<file path="src/rtl/serdes_pkg.sv">
// Shared definitions for the serial lane: word width, slot positions, default
// control words and the scheduler state encoding.
package serdes_pkg;

    localparam int WORD_W = 10;

    localparam logic [3:0] SLOT_LAST   = 4'd9;
    localparam logic [3:0] SLOT_DECIDE = 4'd8;

    localparam logic [WORD_W-1:0] DEF_IDLE_WORD  = 10'h0FA;
    localparam logic [WORD_W-1:0] DEF_TRAIN_WORD = 10'h2AA;

    typedef enum logic [1:0] {
        TRAIN = 2'd0,
        RUN   = 2'd1,
        HOLD  = 2'd2
    } sched_state_t;

    // Frame slot sequence 0..9; must match the serializer's bit counter.
    function automatic logic [3:0] slot_next(input logic [3:0] slot);
        return (slot == SLOT_LAST) ? 4'd0 : slot + 4'd1;
    endfunction

endpackage

</file>
<file path="src/rtl/rr_arbiter.sv">
// Combinational round-robin arbiter: grants the first requester at or after
// ptr (wrapping modulo NUM_REQ). Nothing is granted while en is low.
module rr_arbiter #(
    parameter  int NUM_REQ = 4,
    localparam int IDX_W   = $clog2(NUM_REQ)
) (
    input  logic [NUM_REQ-1:0] req,
    input  logic [IDX_W-1:0]   ptr,
    input  logic               en,
    output logic [NUM_REQ-1:0] gnt,
    output logic [IDX_W-1:0]   index,
    output logic               any
);

    int               cand;
    logic [IDX_W-1:0] cand_idx;

    always_comb begin
        gnt      = '0;
        index    = '0;
        any      = 1'b0;
        cand     = 0;
        cand_idx = '0;
        if (en) begin
            for (int k = 0; k < NUM_REQ; k++) begin
                cand = int'(ptr) + k;
                if (cand >= NUM_REQ) begin
                    cand = cand - NUM_REQ;
                end
                cand_idx = IDX_W'(cand);
                if (!any && req[cand_idx]) begin
                    any           = 1'b1;
                    gnt[cand_idx] = 1'b1;
                    index         = cand_idx;
                end
            end
        end
    end

endmodule

</file>
<file path="src/rtl/serial_tx_scheduler.sv">
// Shares one 10-bit serial lane between NUM_REQ requesters: training burst after
// reset, then one round-robin granted word (or an idle word) per 10-cycle frame.
module serial_tx_scheduler
    import serdes_pkg::*;
#(
    parameter int                NUM_REQ     = 4,
    parameter int                TRAIN_WORDS = 16,
    parameter logic [WORD_W-1:0] IDLE_WORD   = DEF_IDLE_WORD,
    parameter logic [WORD_W-1:0] TRAIN_WORD  = DEF_TRAIN_WORD,
    localparam int               IDX_W       = $clog2(NUM_REQ)
) (
    input  logic                      clk,
    input  logic                      rst_n,
    input  logic                      enable,
    input  logic [NUM_REQ-1:0]        req_valid,
    input  logic [WORD_W*NUM_REQ-1:0] req_data,
    output logic [NUM_REQ-1:0]        req_ready,
    output logic [WORD_W-1:0]         para_word,
    output logic                      word_load,
    output logic [IDX_W-1:0]          grant_id,
    output logic                      data_frame,
    output logic                      training_done,
    output logic [15:0]               word_cnt,
    output sched_state_t              dbg_state
);

    // Handshake: a word moves when req_valid[i] & req_ready[i] in slot 8.
    // req_ready is combinational from req_valid, so req_valid must never
    // depend on req_ready; ready is low in all other slots and in TRAIN/HOLD.

    localparam logic [7:0] TRAIN_LAST = 8'(TRAIN_WORDS - 1);

    logic [3:0]          slot;
    sched_state_t        state, state_nxt;
    logic [7:0]          train_cnt;
    logic [IDX_W-1:0]    rr_ptr;
    logic                decide, last, arb_en;
    logic [NUM_REQ-1:0]  arb_gnt;
    logic [IDX_W-1:0]    arb_idx;
    logic                arb_any;
    logic [WORD_W-1:0]   sel_data;

    assign decide = (slot == SLOT_DECIDE);
    assign last   = (slot == SLOT_LAST);
    assign arb_en = decide && (state == RUN) && enable;

    rr_arbiter #(.NUM_REQ(NUM_REQ)) u_arb (
        .req   (req_valid),
        .ptr   (rr_ptr),
        .en    (arb_en),
        .gnt   (arb_gnt),
        .index (arb_idx),
        .any   (arb_any)
    );

    assign req_ready     = arb_gnt;
    assign word_load     = last;
    assign training_done = (state != TRAIN);
    assign dbg_state     = state;

    // One-hot grant selects the requester's word slice.
    always_comb begin
        sel_data = '0;
        for (int i = 0; i < NUM_REQ; i++) begin
            if (arb_gnt[i]) begin
                sel_data = sel_data | req_data[i*WORD_W +: WORD_W];
            end
        end
    end

    always_comb begin
        state_nxt = state;
        case (state)
            TRAIN: if (last && (train_cnt == TRAIN_LAST)) state_nxt = RUN;
            RUN:   if (decide && !enable)                 state_nxt = HOLD;
            HOLD:  if (decide && enable)                  state_nxt = RUN;
            default:                                      state_nxt = TRAIN;
        endcase
    end

    always_ff @(posedge clk or negedge rst_n) begin
        if (!rst_n) begin
            slot      <= 4'd0;
            state     <= TRAIN;
            train_cnt <= 8'd0;
        end else begin
            slot  <= slot_next(slot);
            state <= state_nxt;
            if (last && (state == TRAIN)) begin
                train_cnt <= train_cnt + 8'd1;
            end
        end
    end

    // The word for the next serializer load is fixed at the end of slot 8.
    always_ff @(posedge clk or negedge rst_n) begin
        if (!rst_n) begin
            para_word  <= TRAIN_WORD;
            grant_id   <= '0;
            data_frame <= 1'b0;
            rr_ptr     <= '0;
            word_cnt   <= 16'd0;
        end else if (decide) begin
            if (state == TRAIN) begin
                para_word  <= TRAIN_WORD;
                data_frame <= 1'b0;
            end else if (arb_any) begin
                para_word  <= sel_data;
                grant_id   <= arb_idx;
                data_frame <= 1'b1;
                rr_ptr     <= (arb_idx == IDX_W'(NUM_REQ - 1)) ? '0 : arb_idx + IDX_W'(1);
                if (word_cnt != 16'hFFFF) begin
                    word_cnt <= word_cnt + 16'd1;
                end
            end else begin
                para_word  <= IDLE_WORD;
                data_frame <= 1'b0;
            end
        end
    end

endmodule

</file>
<file path="config.mk">
export PLATFORM = sky130hd
export DESIGN_NAME = serial_tx_scheduler
export DESIGN_NICKNAME = d
export VERILOG_FILES = /design/src/rtl/serdes_pkg.sv /design/src/rtl/rr_arbiter.sv /design/src/rtl/serial_tx_scheduler.sv
export SDC_FILE = /design/constraint.sdc
export NUM_CORES = 1
export LEC_CHECK = 0
export ABC_CLOCK_PERIOD_IN_PS = 3100
export CORE_ASPECT_RATIO = 0.5
export CORE_UTILIZATION = 44
export CTS_BUF_LIST = sky130_fd_sc_hd__clkbuf_8
export CTS_CLUSTER_DIAMETER = 30
export DETAILED_ROUTE_END_ITERATION = 7
export PLACE_DENSITY = 0.77
export SLEW_MARGIN = 20
export SYNTH_ARGS = -nofsm -noshare
export SYNTH_HDL_FRONTEND = slang
export SYNTH_SLANG_ARGS = --single-unit
</file>
<file path="constraint.sdc">
create_clock -name clk -period 3.1 [get_ports clk]
set_input_delay 0.62 -clock clk [delete_from_list [all_inputs] [get_ports clk]]
set_output_delay 0.62 -clock clk [all_outputs]
set_load 0.05 [all_outputs]
</file>
# After elaboration in Yosys (flattened, before gate mapping)
# Index checks and enable logic that the tools add are counted.
[totals]
in_bits = 47
register_bits = 45
[classes]
addsub = 11
n_reduce_logical = 22
muxes = 59
bitwise_logic = 7
eq_ne = 10
magnitude_cmp = 12
[ops]
columns = ["op", "n"]
rows = [
  ["2-to-1 mux 10 bit", 6],
  ["2-to-1 mux 4 bit", 9],
  ["2-to-1 mux 2 bit", 17],
  ["OR 10 bit", 3],
  ["2-to-1 mux 1 bit", 18],
  ["adder 16 x 1 -> 16 bit (second input constant)", 1],
  ["!= test 16 bit (second input constant)", 1],
  ["logical AND 1 bit", 13],
  ["less-than comparator 2 x 3 -> 1 bit (second input constant)", 4],
  ["OR 4 bit", 3],
  ["greater-or-equal comparator 3 bit (second input constant)", 3],
  ["adder 8 x 1 -> 8 bit (second input constant)", 1],
  ["binary-select mux 1 bit (select 2 bit)", 4],
  ["demux 1 bit (select 2 bit)", 4],
  ["== test 4 bit (second input constant)", 2],
  ["== test 8 x 4 -> 1 bit (second input constant)", 1],
  ["greater-or-equal comparator 2 x 1 -> 1 bit (second input constant)", 4],
  ["subtractor 2 x 1 -> 2 bit (second input constant)", 4],
  ["adder 2 x 2 -> 3 bit (second input constant)", 2],
  ["one-hot mux 2 bit (3 select lines)", 1],
  ["AND reduction 3 bit", 2],
  ["adder 4 x 1 -> 4 bit (second input constant)", 1],
  ["== test 2 bit (second input constant)", 2],
  ["logical NOT 1 bit", 4],
  ["10 further kinds", 11],
]

# Logic depth before layout (Yosys ltp)
[logic_depth]
depth_word = 29
mapped_depth = 11

# Modules after synthesis
# A second synthesis with hierarchy kept.
[hier_totals]
hier_cells = 302
area_unflattened_um2 = 2957.8
[modules_own_cells]
columns = ["module", "area_each_um2", "cells_each", "seq_area_each_um2", "n_inst"]
rows = [
  ["serial_tx_scheduler", 2272.2, 217, 1132.3, 1],
  ["rr_arbiter", 685.7, 85, 0.0, 1],
]

# Least setup slack after synthesis
# No wires, ideal clock.
[synth_timing]
kind = "register to output"
startpoint = "reg rr_ptr[0]"
endpoint = "out req_ready[2]"
slack_ns = -0.385
path_stages_with_launch = 11
arrival_ns = 2.865
cell_sequence = "dfrtp_1 buf_2 inv_1 ha_1 buf_6 mux4_2 buf_6 nor2b_1 o31ai_1 a21o_1 and2_1"
[synth_via]
elab_chain_len = 19
word_cells_on_any_way = 70
classes_between = "add/sub: 7; order compare: 12; mux: 38; bitwise: 3; reduce/logical: 10"
[synth_lines]
columns = ["item", "line_no", "rtl"]
rows = [
  ["start, declared", "serial_tx_scheduler.sv:36", "logic [IDX_W-1:0] rr_ptr;"],
  ["start signal, assigned", "serial_tx_scheduler.sv:111", "rr_ptr <= (arb_idx == IDX_W'(NUM_REQ - 1)) ? '0 : arb_idx + IDX_W'(1);"],
  ["parallel branches: the longest is 17 deep, another holds adder 2 x 1 -> 3 bit", "n/a", ""],
  ["2-to-1 mux 4 bit (*)", "rr_arbiter.sv:31", "if (!any && req[cand_idx]) begin"],
  ["2-to-1 mux 4 bit (*)", "rr_arbiter.sv:24", "if (en) begin"],
  ["end, declared", "serial_tx_scheduler.sv:17", "output logic [NUM_REQ-1:0] req_ready,"],
]
# Every way passes the cells marked *. The select of a mux whose other input is x is not followed.

# Worst setup path after layout
[layout_timing]
startpoint = "reg rr_ptr[1]"
endpoint = "out req_ready[1]"
# The elaborated chain is that of the path after synthesis.

==> results.yml <==
place:
  numPortBuffers: 83
  place_congestion: 0.898
  dp_slack_ns: -0.162
  dp_hpwl_um: 5940
  place_area_mm2: 0.00402
pwr:
  internal_power_uw: 1100
  p_per_area_mw_per_mm2: 368
  p_sw_share_pct: 30.6
  p_clk_share_pct: 28.2
  vdd_drop_max_uv: 230
  p_leak_uw: 0.00193
  power_frac_seq_pct: 41.2
  pwr-share-comb_pct: 30.7
  switchingPower_uw: 487
  p_total_uw: 1590
setup_path:
  crit_end: "req_ready[1]"
  critPathCaptureType: "output port"
  r2r-start: "rr_ptr[1]$_DFFE_PN0P_"
  crit_arrival_ns: 2.60
  r2r_end: "para_word[1]$_DFFE_PN1N_"
  worst-path-max-fanout: 3
  crit_type: "reg2out"
  rrSetupSlack_ns: 0.10
  cp.required_ns: 2.48
  reg2regPathDepth: 16
  cp-start-kind: "flop"
  cp-startpoint: "rr_ptr[1]$_DFFE_PN0P_"
yosys:
  ys.flop_type: "dfrtp_1"
  ys_types: 63
  synth_seq_area_share_pct: 39.5
  synth-edff-count: 0
  synth_area_leader_cell: "dfrtp_1"
  ys_seq_elements: 45
  synth.most_common_cell: "dfrtp_1"
  yosys-top-cells-area: "dfrtp_1 (35%), xnor2_1 (5.2%), dfstp_2 (4.6%), nand2_1 (4.1%), ha_1 (3.9%)"
  synth_top_area_share_pct: 34.9
  syn-num-nets: 352
  async_reset_ff_share_pct: 100
  synth_common_cells: "dfrtp_1 (40), nand2_1 (31), nor2_1 (20)"
  yosys_warnings: 0
  synth_cells: 296
  synth_area_per_cell_um2: 9.69
  synth_area_mm2: 0.00287
floorplan:
  initial_utilization_pct: 46.4
  num_io_pins: 84
  die_w_um: 116
  rows: 20
  core-area_mm2: 0.00618
  die_area_mm2: 0.00686
  die_h_um: 59.1
route:
  vias_per_cell: 5.52
  dr.pass1.iters: 4
  drc: 0
  wl_per_cell_um: 16.5
  num_vias: 2760
  wl_um: 8270
  antenna_left: 0
  drt_iter0_drc: 220
cells_and_area:
  fill_cells: 484
  stdcell_area_mm2: 0.00433
  diodes: 0
  drive_gt1_share_pct: 21.8
  nNetsFinal: 468
  area_delta_synth_final_pct: 50.8
clock_network:
  cts_sinks: 45
  clockRootBuffer: "clkbuf_8"
  cts_made_buffers: 5
  clk_pin_slew_worst_paths_ns: 0.09
  clk_path_buf_depth: 2
  cts_max_level: 2
  cts_tree: "built"
  clkLatencyLatePin_ns: 0.30
  postCtsHoldBufs: 0
sta:
  slew_violations: 0
  worst_pin_slew_ns: 0.636
  fin_hold_ws_ns: 0.303
  rsz0062_at_grt: "yes"
  layout_setup_ws_ns: -0.119
  final.setup_skew_ns: 0.00777
  period_share_pct: 104
  period_minus_slack_ns: 3.22
  setup_tns_ns: -0.169
  setup_violations: 4
  fmax_mhz: 311
  hold_viol_final: 0
  relSlewSlack_pct: 57.6
global_route:
  grt_max_degree: 46
  grt-ovfl-total: 0
  antenna_found_initial: 0
  grtUsageTotal_pct: 24.5
  grt_pass1_vias: 2676
  grt_pass1_wl_um: 12900
outcome:
  violations: "setup timing"
  status: "complete, but fails checks"
flow_run:
  max_cap_viol_count: 0
worst_hold_path:
  hold_class: "in2async"
[layer usage]
metal | global-route usage, % | wire, um | vias up
li1 | - | - | 1326
met5 | 0 | 0 | -
met1 | 33.4 | 3700 | 1355
met4 | 6.78 | 81 | 0
met3 | 3.17 | 379 | 10
met2 | 41.7 | 4110 | 69
[placed cells by master (no fill, tap or decap), types with 4 or more instances in the layout]
cell type	n
clkdlybuf4s50_1	74
dfrtp_1	40
buf_4	39
nand2_1	31
nor2_1	20
xnor2_1	17
nand3_1	15
inv_1	9
o21ai_0	9
a21oi_1	8
ha_1	8
a221o_1	7
and3_1	7
xor2_1	7
nand4_1	6
a21o_1	5
clkbuf_8	5
dfstp_2	5
nor2b_1	4
nand2b_1	4
mux2_2	4
a22o_1	4
a221oi_1	4
a31oi_1	4
buf_6	4
buf_12	4
[logic make-up after synthesis]
logic type                 after synthesis  synth area share [%]
xor gates and xnor gates                24                  7.33
buffers and inverters                   27                  4.49
DFF                                     45                  39.5
AOI/OAI and AO/OA                       73                  20.2
and+or+nand+nor                        109                  19.9
adders and majority gates                9                  3.93
muxes                                    9                  4.62
[critical path, cell delays in order (launching register included)]
cell,delay [ns]
dfrtp_1,0.41
inv_4,0.06
ha_4,0.28
mux4_2,0.53
or3b_4,0.41
a221oi_4,0.29
a31o_4,0.16
buf_12,0.13
[area by class of cell]
| cell class | instances | area, um^2 | area share (%) |
|---|---|---|---|
| Multi-Input combinational cell | 224 | 1730 | 40.0 |
| Clock inverter | 2 | 38.8 | 0.897 |
| Sequential cell | 45 | 1130 | 26.2 |
| Tap cell | 88 | 110 | 2.55 |
| Timing Repair Buffer | 125 | 1200 | 27.7 |
| Clock buffer | 5 | 68.8 | 1.59 |
| Inverter | 11 | 46.3 | 1.07 |
[what timing repair did]
action	in CTS	in global routing
cloned	0	0
pin swaps	7	6
setup buffers	14	1
endpoints found under the setup margin	4	6
endpoints found under the hold margin	0	0
gates resized for setup	10	10
[power groups by stage]
| stage | Clock [uW] | Combinational (uW) | Sequential (uW) |
|---|---|---|---|
| CTS | 458 | 462 | 655 |
| detailed placement | 0 | 432 | 666 |
| finish | 448 | 488 | 655 |
| global route | 483 | 526 | 660 |
| global placement | 0 | 420 | 663 |
| floorplan | 0 | 212 | 710 |
[sequential cells by signal, indices dropped and copies added (netlist names)]
name and count:
train_cnt 8, rr_ptr 2, slot 4, para_word 10
data_frame 1, word_cnt 16, dbg_state 2, grant_id 2
[per-stage QoR]
| step | cells | util, % |
|---|---|---|
| global route | 500 | 70.0 |
| floorplan | 296 | - |
| global placement | 479 | 65.1 |
| detailed placement | 479 | 65.1 |
| finish | 500 | 70.0 |
| CTS | 500 | 68.9 |
[how the worst min path moves through the flow]
stage          slack (ns)                     start                       end
2_1_floorplan        0.32                     rst_n    data_frame$_DFFE_PN0N_
3_3_place_gp         0.46  train_cnt[7]$_DFFE_PN0P_  train_cnt[7]$_DFFE_PN0P_
3_5_place_dp         0.46  train_cnt[7]$_DFFE_PN0P_  train_cnt[7]$_DFFE_PN0P_
4_1_cts              0.48  train_cnt[7]$_DFFE_PN0P_  train_cnt[7]$_DFFE_PN0P_
5_1_grt              0.35                     rst_n  para_word[2]$_DFFE_PN0N_
6_report             0.30                     rst_n  para_word[6]$_DFFE_PN0N_
(Power assumes the default switching activity.)
